$ cat config.mk
export PLATFORM = sky130hd
export DESIGN_NAME = mem_stage
export DESIGN_NICKNAME = d
export VERILOG_FILES = /design/src/rtl/mem_stage.sv
export SDC_FILE = /design/constraint.sdc
export NUM_CORES = 1
export LEC_CHECK = 0
export CAP_MARGIN = 30
export CORE_ASPECT_RATIO = 1.75
export CORE_MARGIN = 2
export CORE_UTILIZATION = 35
export DETAILED_ROUTE_END_ITERATION = 8
export PLACE_DENSITY = 0.68
export SLEW_MARGIN = 10
export SYNTH_ARGS = -nofsm -noshare
export SYNTH_HDL_FRONTEND = slang
export SYNTH_SLANG_ARGS = --single-unit
$ cat constraint.sdc
create_clock -name clk -period 5.4 [get_ports clk]
set_input_delay 1.62 -clock clk [delete_from_list [all_inputs] [get_ports clk]]
set_output_delay 1.62 -clock clk [all_outputs]
set_load 0.005 [all_outputs]
$ cat src/rtl/mem_stage.sv
// mem_stage: RISC-V memory-access stage. ALU results pass through in one cycle; loads/stores are
// serialised as little-endian bytes over an 8-bit req/ack port. Optional MEM_FWD_EN adds fwd_* outputs.
module mem_stage (
  input  logic        clk,
  input  logic        rst,
  input  logic        rdy,
  input  logic        ex_we,
  input  logic [4:0]  ex_waddr,
  input  logic [31:0] ex_wdata,
  input  logic        ma_we,
  input  logic        ma_re,
  input  logic [2:0]  ma_width,
  input  logic [31:0] ma_addr,
  input  logic [31:0] ma_wdata,
  output logic        mem_req,
  output logic        mem_rw,
  output logic [31:0] mem_addr,
  output logic [7:0]  mem_dout,
  input  logic [7:0]  mem_din,
  input  logic        mem_ack,
  output logic        stall_req,
`ifdef MEM_FWD_EN
  output logic        fwd_we,
  output logic [4:0]  fwd_waddr,
  output logic [31:0] fwd_wdata,
`endif
  output logic        wb_we,
  output logic [4:0]  wb_waddr,
  output logic [31:0] wb_wdata
);

  typedef enum logic [1:0] {IDLE, ACCESS, DONE} state_t;

  state_t      state;
  logic [1:0]  n;
  logic [31:0] addr_l;
  logic [31:0] wdata_l;
  logic [31:0] lbuf;
  logic [31:0] lbuf_next;
  logic [2:0]  width_l;
  logic        rw_l;
  logic [4:0]  waddr_l;
  logic        req;
  logic        acc;
  logic        last_ack;

  function automatic logic [1:0] last_byte(input logic [2:0] w);
    case (w[1:0])
      2'b00:   last_byte = 2'd0;
      2'b01:   last_byte = 2'd1;
      default: last_byte = 2'd3;
    endcase
  endfunction

  // width[2] selects zero extension; word-sized transfers are returned unchanged
  function automatic logic [31:0] extend_load(input logic [31:0] raw, input logic [2:0] w);
    logic signed [31:0] s;
    case (w[1:0])
      2'b00:   s = {{24{raw[7] & ~w[2]}}, raw[7:0]};
      2'b01:   s = {{16{raw[15] & ~w[2]}}, raw[15:0]};
      default: s = raw;
    endcase
    extend_load = s;
  endfunction

  assign req       = ma_we | ma_re;
  assign acc       = (state == ACCESS);
  assign stall_req = ((state == IDLE) & req) | acc;
  assign mem_req   = acc & rdy;
  assign mem_rw    = acc & rw_l;
  assign mem_addr  = acc ? (addr_l + {30'd0, n}) : 32'd0;
  assign mem_dout  = acc ? wdata_l[{n, 3'b000} +: 8] : 8'd0;
  assign last_ack  = acc & rdy & mem_ack & (n == last_byte(width_l));

  always_comb begin
    lbuf_next = lbuf;
    lbuf_next[{n, 3'b000} +: 8] = mem_din;
  end

  // request capture and load-byte assembly
  always_ff @(posedge clk) begin
    if (rdy) begin
      if (state == IDLE && req) begin
        addr_l  <= ma_addr;
        width_l <= ma_width;
        wdata_l <= ma_wdata;
        rw_l    <= ma_we;
        waddr_l <= ex_waddr;
      end
      if (acc && mem_ack) lbuf <= lbuf_next;
    end
  end

  // control FSM and writeback registers
  always_ff @(posedge clk) begin
    if (rst) begin
      state    <= IDLE;
      n        <= 2'd0;
      wb_we    <= 1'b0;
      wb_waddr <= 5'd0;
      wb_wdata <= 32'd0;
    end else if (rdy) begin
      case (state)
        IDLE: begin
          if (req) begin
            n     <= 2'd0;
            wb_we <= 1'b0;
            state <= ACCESS;
          end else begin
            wb_we    <= ex_we;
            wb_waddr <= ex_waddr;
            wb_wdata <= ex_wdata;
          end
        end
        ACCESS: begin
          if (last_ack) begin
            n        <= 2'd0;
            state    <= DONE;
            wb_we    <= ~rw_l;
            wb_waddr <= waddr_l;
            if (!rw_l) wb_wdata <= extend_load(lbuf_next, width_l);
          end else if (mem_ack) begin
            n <= n + 2'd1;
          end
        end
        DONE: begin
          wb_we <= 1'b0;
          state <= IDLE;
        end
        default: state <= IDLE;
      endcase
    end
  end

`ifdef MEM_FWD_EN
  always_comb begin
    fwd_we    = 1'b0;
    fwd_waddr = 5'd0;
    fwd_wdata = 32'd0;
    if (state == IDLE && !req) begin
      fwd_we    = ex_we;
      fwd_waddr = ex_waddr;
      fwd_wdata = ex_wdata;
    end else if (state == DONE) begin
      fwd_we    = wb_we;
      fwd_waddr = wb_waddr;
      fwd_wdata = wb_wdata;
    end
  end
`endif

endmodule

==> run summary <==
The flow ran to the end, and the final reports show no timing, DRC or antenna violations. In this run the critical register-to-register path is captured at wb_wdata[20]$_SDFFE_PP0P_. The via count of the first global-routing pass is 5542. The signed area change from the synthesized netlist to the final layout came out at 39.33%.

Final hold analysis gives a worst-case slack of 0.4740 ns. The final-report max-slew violation count came out at 0. The detailed placement HPWL is 14.32 mm.

The synthesized area per cell is between 10 and 15 um^2. The routability congestion estimate came out at 0.8010. The relative slew slack is 46.96%. For this run, design rule violations remaining after detail routing come to 0.

The number of storage elements in the synthesis netlist is roughly 150. The number of buffers on the longest clock path came out at 2. The routed length per placed instance is 18.52 um. The maximum number of pins on one net before global-route repair is 74.

Counting both buffers and inverters, the worst setup path holds a total of 2. In this run, post-CTS hold repair placed 0 buffers. The signal on the critical path passes through clkdlybuf4s50_1, or2_2, a21o_1, clkdlybuf4s50_1. At the later pin of the worst-skew pair, clock insertion delay measures about 0.42 ns. The number of enable-type register cells in the synthesized netlist is approximately 110.

Derived from the worst setup path, the maximum achievable clock frequency is about 220 MHz. Before antenna repair, the detailed router went through 4 iterations. The number of antenna violations at the first check in global routing is 1.

The setup TNS is 0 ns. The data required time of the worst path is about 3.8 ns. The clock transition time at the flip-flop clock pins of the worst setup and hold paths is 0.06 ns.

Power spread over the standard cell area amounts to 299.0 mW/mm^2. The count of warnings emitted by yosys is 0. The number of nets in the finished design came out at 922. The TritonCTS sink count came out at 147.

The highest ir drop seen on vdd is 0.1610 mV. In this run the worst hold path is classified as reg2reg. The start of the worst register-to-register path is n[1]$_SDFFE_PP0P_.

After Yosys synthesis, XOR and XNOR cells account for 3.417% of the synthesized area. The data arrival time of the critical path is 3.03 ns. The cell sitting at the root of the clock tree is a sky130_fd_sc_hd__clkbuf_16. The worst setup path is of the in2out kind.

The net count after synthesis came out at 726. The instance count of the mapped netlist came out at 594. The adder and majority gate portion of the synthesized area is 2.383%.

The number of cell instances on the worst register-to-register path is 8. During placement, the flow inserted port buffers numbering 199. The transition at the pin with the smallest max-transition slack came out at between 0.7 and 0.8 ns. The startpoint type of the worst setup path is a primary input. The iteration-0 DRC count of the detailed router is 188. Among all stages on the critical path, the largest delay is contributed by sky130_fd_sc_hd__clkdlybuf4s50_1. The critical path capture point type is an output port. The count of cells resized by post-cts repair is 0. The total CTS buffers is 17.

The proportion of synthesized area in mux cells came out at 5.082%. The count of H-tree levels built during CTS is 4. The final hold violation count came out at 0.

For this design the static power due to leakage is 3.511 nW. The first global-routing pass estimated 30.02 mm of wire. The share of the clock period used by the worst path is 86.04%. The share of flip-flops with an asynchronous set or reset came out at 0%.

The width of the chip is 112.0 um. The critical path launch point is ma_we. The clock skew is 0.01002 ns. The total number of vias came out at 5347. By area, the combinational part of the netlist is dominated by simple AND/OR/NAND/NOR gates. Setup violations remaining at the end of the flow were counted as 0. The most common cell type on the critical path is sky130_fd_sc_hd__clkdlybuf4s50_1.

Post-CTS timing repair inserted 0 buffers for setup. The minimum period implied by the final worst setup slack is 4.646 ns. After floorplanning, the core was divided into 69 placement rows. For this run, the slowest stage of the critical path takes 0.46 ns. The die height came out at 192.9 um. The detail-routed via count per cell came out at roughly 5.1. Setup repair after global routing left no endpoint under its margin. The share of synthesized cell area in and, or, nand and nor gates came out at 15.07%. The largest fanout of any net on the critical path came out at 4. The filler cells instantiated in the layout total 1869.

The count of nets left with antenna violations once routing finished came out at 0. The top-level I/O count came out at 200. The global route total overflow is 0. The most instantiated flip-flop cell in the synthesis netlist is sky130_fd_sc_hd__edfxtp_1. The CTS tree is yes. The die footprint came out at 0.02160 mm^2. The initial core utilization is between 30% and 40%.

The fraction of final layout cells with drive strength greater than 1 came out at 10.34%. The total wirelength of the detailed-routed design came out at ~20 mm. The area of the core region came out at 0.02020 mm^2.

The worst hold path begins at wb_wdata[27]$_SDFFE_PP0P_. Leaving out fill and tap cells, the most frequent cell in the layout is sky130_fd_sc_hd__clkdlybuf4s50_1. The cell depth of the worst min-delay path is 1. The post-synthesis instance area came out at 0.007139 mm^2. The count of maximum capacitance violations is 0. The setup slack of the worst register-to-register path is 2.30 ns. The share of the synthesized area in compound gates (AO/OA/AOI/OAI) came out at 14.55%. The end of the worst hold path is wb_wdata[27]$_SDFFE_PP0P_. The category of cells accounting for the largest share of critical-path delay is buffers and inverters. The top cell types in the final layout, fill and taps aside, are 199 x sky130_fd_sc_hd__clkdlybuf4s50_1, 105 x sky130_fd_sc_hd__edfxtp_1, 54 x sky130_fd_sc_hd__nor2_1. The register area share after synthesis is a little under three fifths. The number of distinct library cells after synthesis came out at 70. The total routing resource utilization after global routing came out at between 10% and 20%.
## metrics by stage
stage	instance area (um^2)	util (%)	worst slack [ns]	cells	total power [mW]
2_1_floorplan	7139	-	1.682	594	1.583
3_3_place_gp	9333	46.20	0.7786	1016	1.834
3_5_place_dp	9344	46.25	0.7689	1017	1.842
4_1_cts	9913	49.07	0.7590	1049	3.003
5_1_grt	9947	49.24	0.6741	1052	3.095
6_report	9947	49.24	0.7539	1052	2.975
## cells in the mapped netlist, types with 4 or more instances
cell | n | area share, %
sky130_fd_sc_hd__nand2b_1 | 16 | 1.4
sky130_fd_sc_hd__nor2b_1 | 5 | 0.44
sky130_fd_sc_hd__o21ai_0 | 15 | 1.1
sky130_fd_sc_hd__nor3_1 | 12 | 0.84
sky130_fd_sc_hd__ha_1 | 12 | 2.1
sky130_fd_sc_hd__o21a_1 | 12 | 1.3
sky130_fd_sc_hd__dfxtp_1 | 42 | 12
sky130_fd_sc_hd__a211oi_1 | 5 | 0.53
sky130_fd_sc_hd__nor2_1 | 54 | 2.8
sky130_fd_sc_hd__a21oi_1 | 15 | 1.1
sky130_fd_sc_hd__a22o_1 | 21 | 2.6
sky130_fd_sc_hd__o2bb2ai_2 | 8 | 1.7
sky130_fd_sc_hd__nand2_1 | 35 | 1.8
sky130_fd_sc_hd__edfxtp_1 | 105 | 44
sky130_fd_sc_hd__a21boi_0 | 4 | 0.42
sky130_fd_sc_hd__or3_1 | 5 | 0.44
sky130_fd_sc_hd__mux2i_1 | 16 | 2.2
sky130_fd_sc_hd__inv_1 | 22 | 1.2
sky130_fd_sc_hd__a31oi_1 | 8 | 0.70
sky130_fd_sc_hd__xnor2_1 | 17 | 2.1
sky130_fd_sc_hd__nand4_1 | 6 | 0.53
sky130_fd_sc_hd__nor4_1 | 5 | 0.44
sky130_fd_sc_hd__a21o_1 | 8 | 0.84
sky130_fd_sc_hd__buf_6 | 4 | 0.63
sky130_fd_sc_hd__a21o_2 | 5 | 0.61
sky130_fd_sc_hd__buf_2 | 8 | 0.56
sky130_fd_sc_hd__xor2_1 | 9 | 1.1
sky130_fd_sc_hd__and4_1 | 8 | 0.98
sky130_fd_sc_hd__clkbuf_1 | 16 | 0.84
sky130_fd_sc_hd__nand3_1 | 12 | 0.84
sky130_fd_sc_hd__mux4_2 | 8 | 2.5
sky130_fd_sc_hd__and2_1 | 12 | 1.1
sky130_fd_sc_hd__a22oi_1 | 19 | 2.0
## state kept, by name (all words and copies together) (netlist names)
| register | count |
|---|---|
| width_l | 3 |
| addr_l | 32 |
| n | 2 |
| wb_wdata | 32 |
| waddr_l | 5 |
| wb_waddr | 5 |
| state | 2 |
| lbuf | 32 |
| wdata_l | 32 |
| rw_l | 1 |
| wb_we | 1 |
## power by group
group	leakage [nW]	internal (mW)	total [mW]	switching (mW)
Combinational	1.92	0.259	0.483	0.224
Sequential	1.32	1.29	1.33	0.0413
Clock	0.271	0.682	1.16	0.475
Total	3.51	2.23	2.97	0.741
## worst reg2reg max path: stages (launching register included)
cell                        delay (ns)
sky130_fd_sc_hd__dfxtp_1          0.54
sky130_fd_sc_hd__buf_4            0.28
sky130_fd_sc_hd__inv_1            0.11
sky130_fd_sc_hd__ha_1             0.39
sky130_fd_sc_hd__and3b_1          0.23
sky130_fd_sc_hd__a311oi_1         0.33
sky130_fd_sc_hd__o41a_1           0.63
sky130_fd_sc_hd__a21boi_0         0.40
sky130_fd_sc_hd__o2bb2ai_2        0.08
## layout make-up
class	instances	area (um^2)	share of cell area [%]
flip-flops and latches	147	3994	40.15
multi-input cells	392	2898	29.13
inverters	23	86.33	0.8679
clock inverters	12	132.6	1.333
diodes	1	2.502	0.02516
repair buffers	209	2087	20.98
well taps	248	310.3	3.120
clock buffers	20	436.7	4.390
## worst max-delay path by stage
stage                       end  slack (ns)  depth (start not counted)
finish                stall_req        0.75                          4
global route        mem_addr[9]        0.67                          6
CTS                   stall_req        0.76                          4
detailed placement    stall_req        0.77                          4
global placement      stall_req        0.78                          4
floorplan             stall_req        1.68                          2
## logic make-up (layout without fill, tap and decap cells)
kind of cell / count (synthesis) / count (layout)
multiplexers: 26 / 26
adder cells (fa/ha/maj): 13 / 13
AND/OR/NAND/NOR: 195 / 195
flip-flops: 147 / 147
XOR/XNOR: 27 / 27
buffers and inverters: 55 / 264
other: 0 / 1
AO/OA/AOI/OAI: 131 / 131
## per-layer routing
| metal | part of all wire (%) | vias to the layer above | GRT usage [%] |
|---|---|---|---|
| li1 | - | 2601 | - |
| met1 | 37 | 2593 | 19.20 |
| met2 | 57 | 131 | 35.52 |
| met3 | 3.5 | 22 | 3.314 |
| met4 | 2.2 | 0 | 7.083 |
| met5 | 0 | - | 0 |
Power figures use the tool's default switching activity.
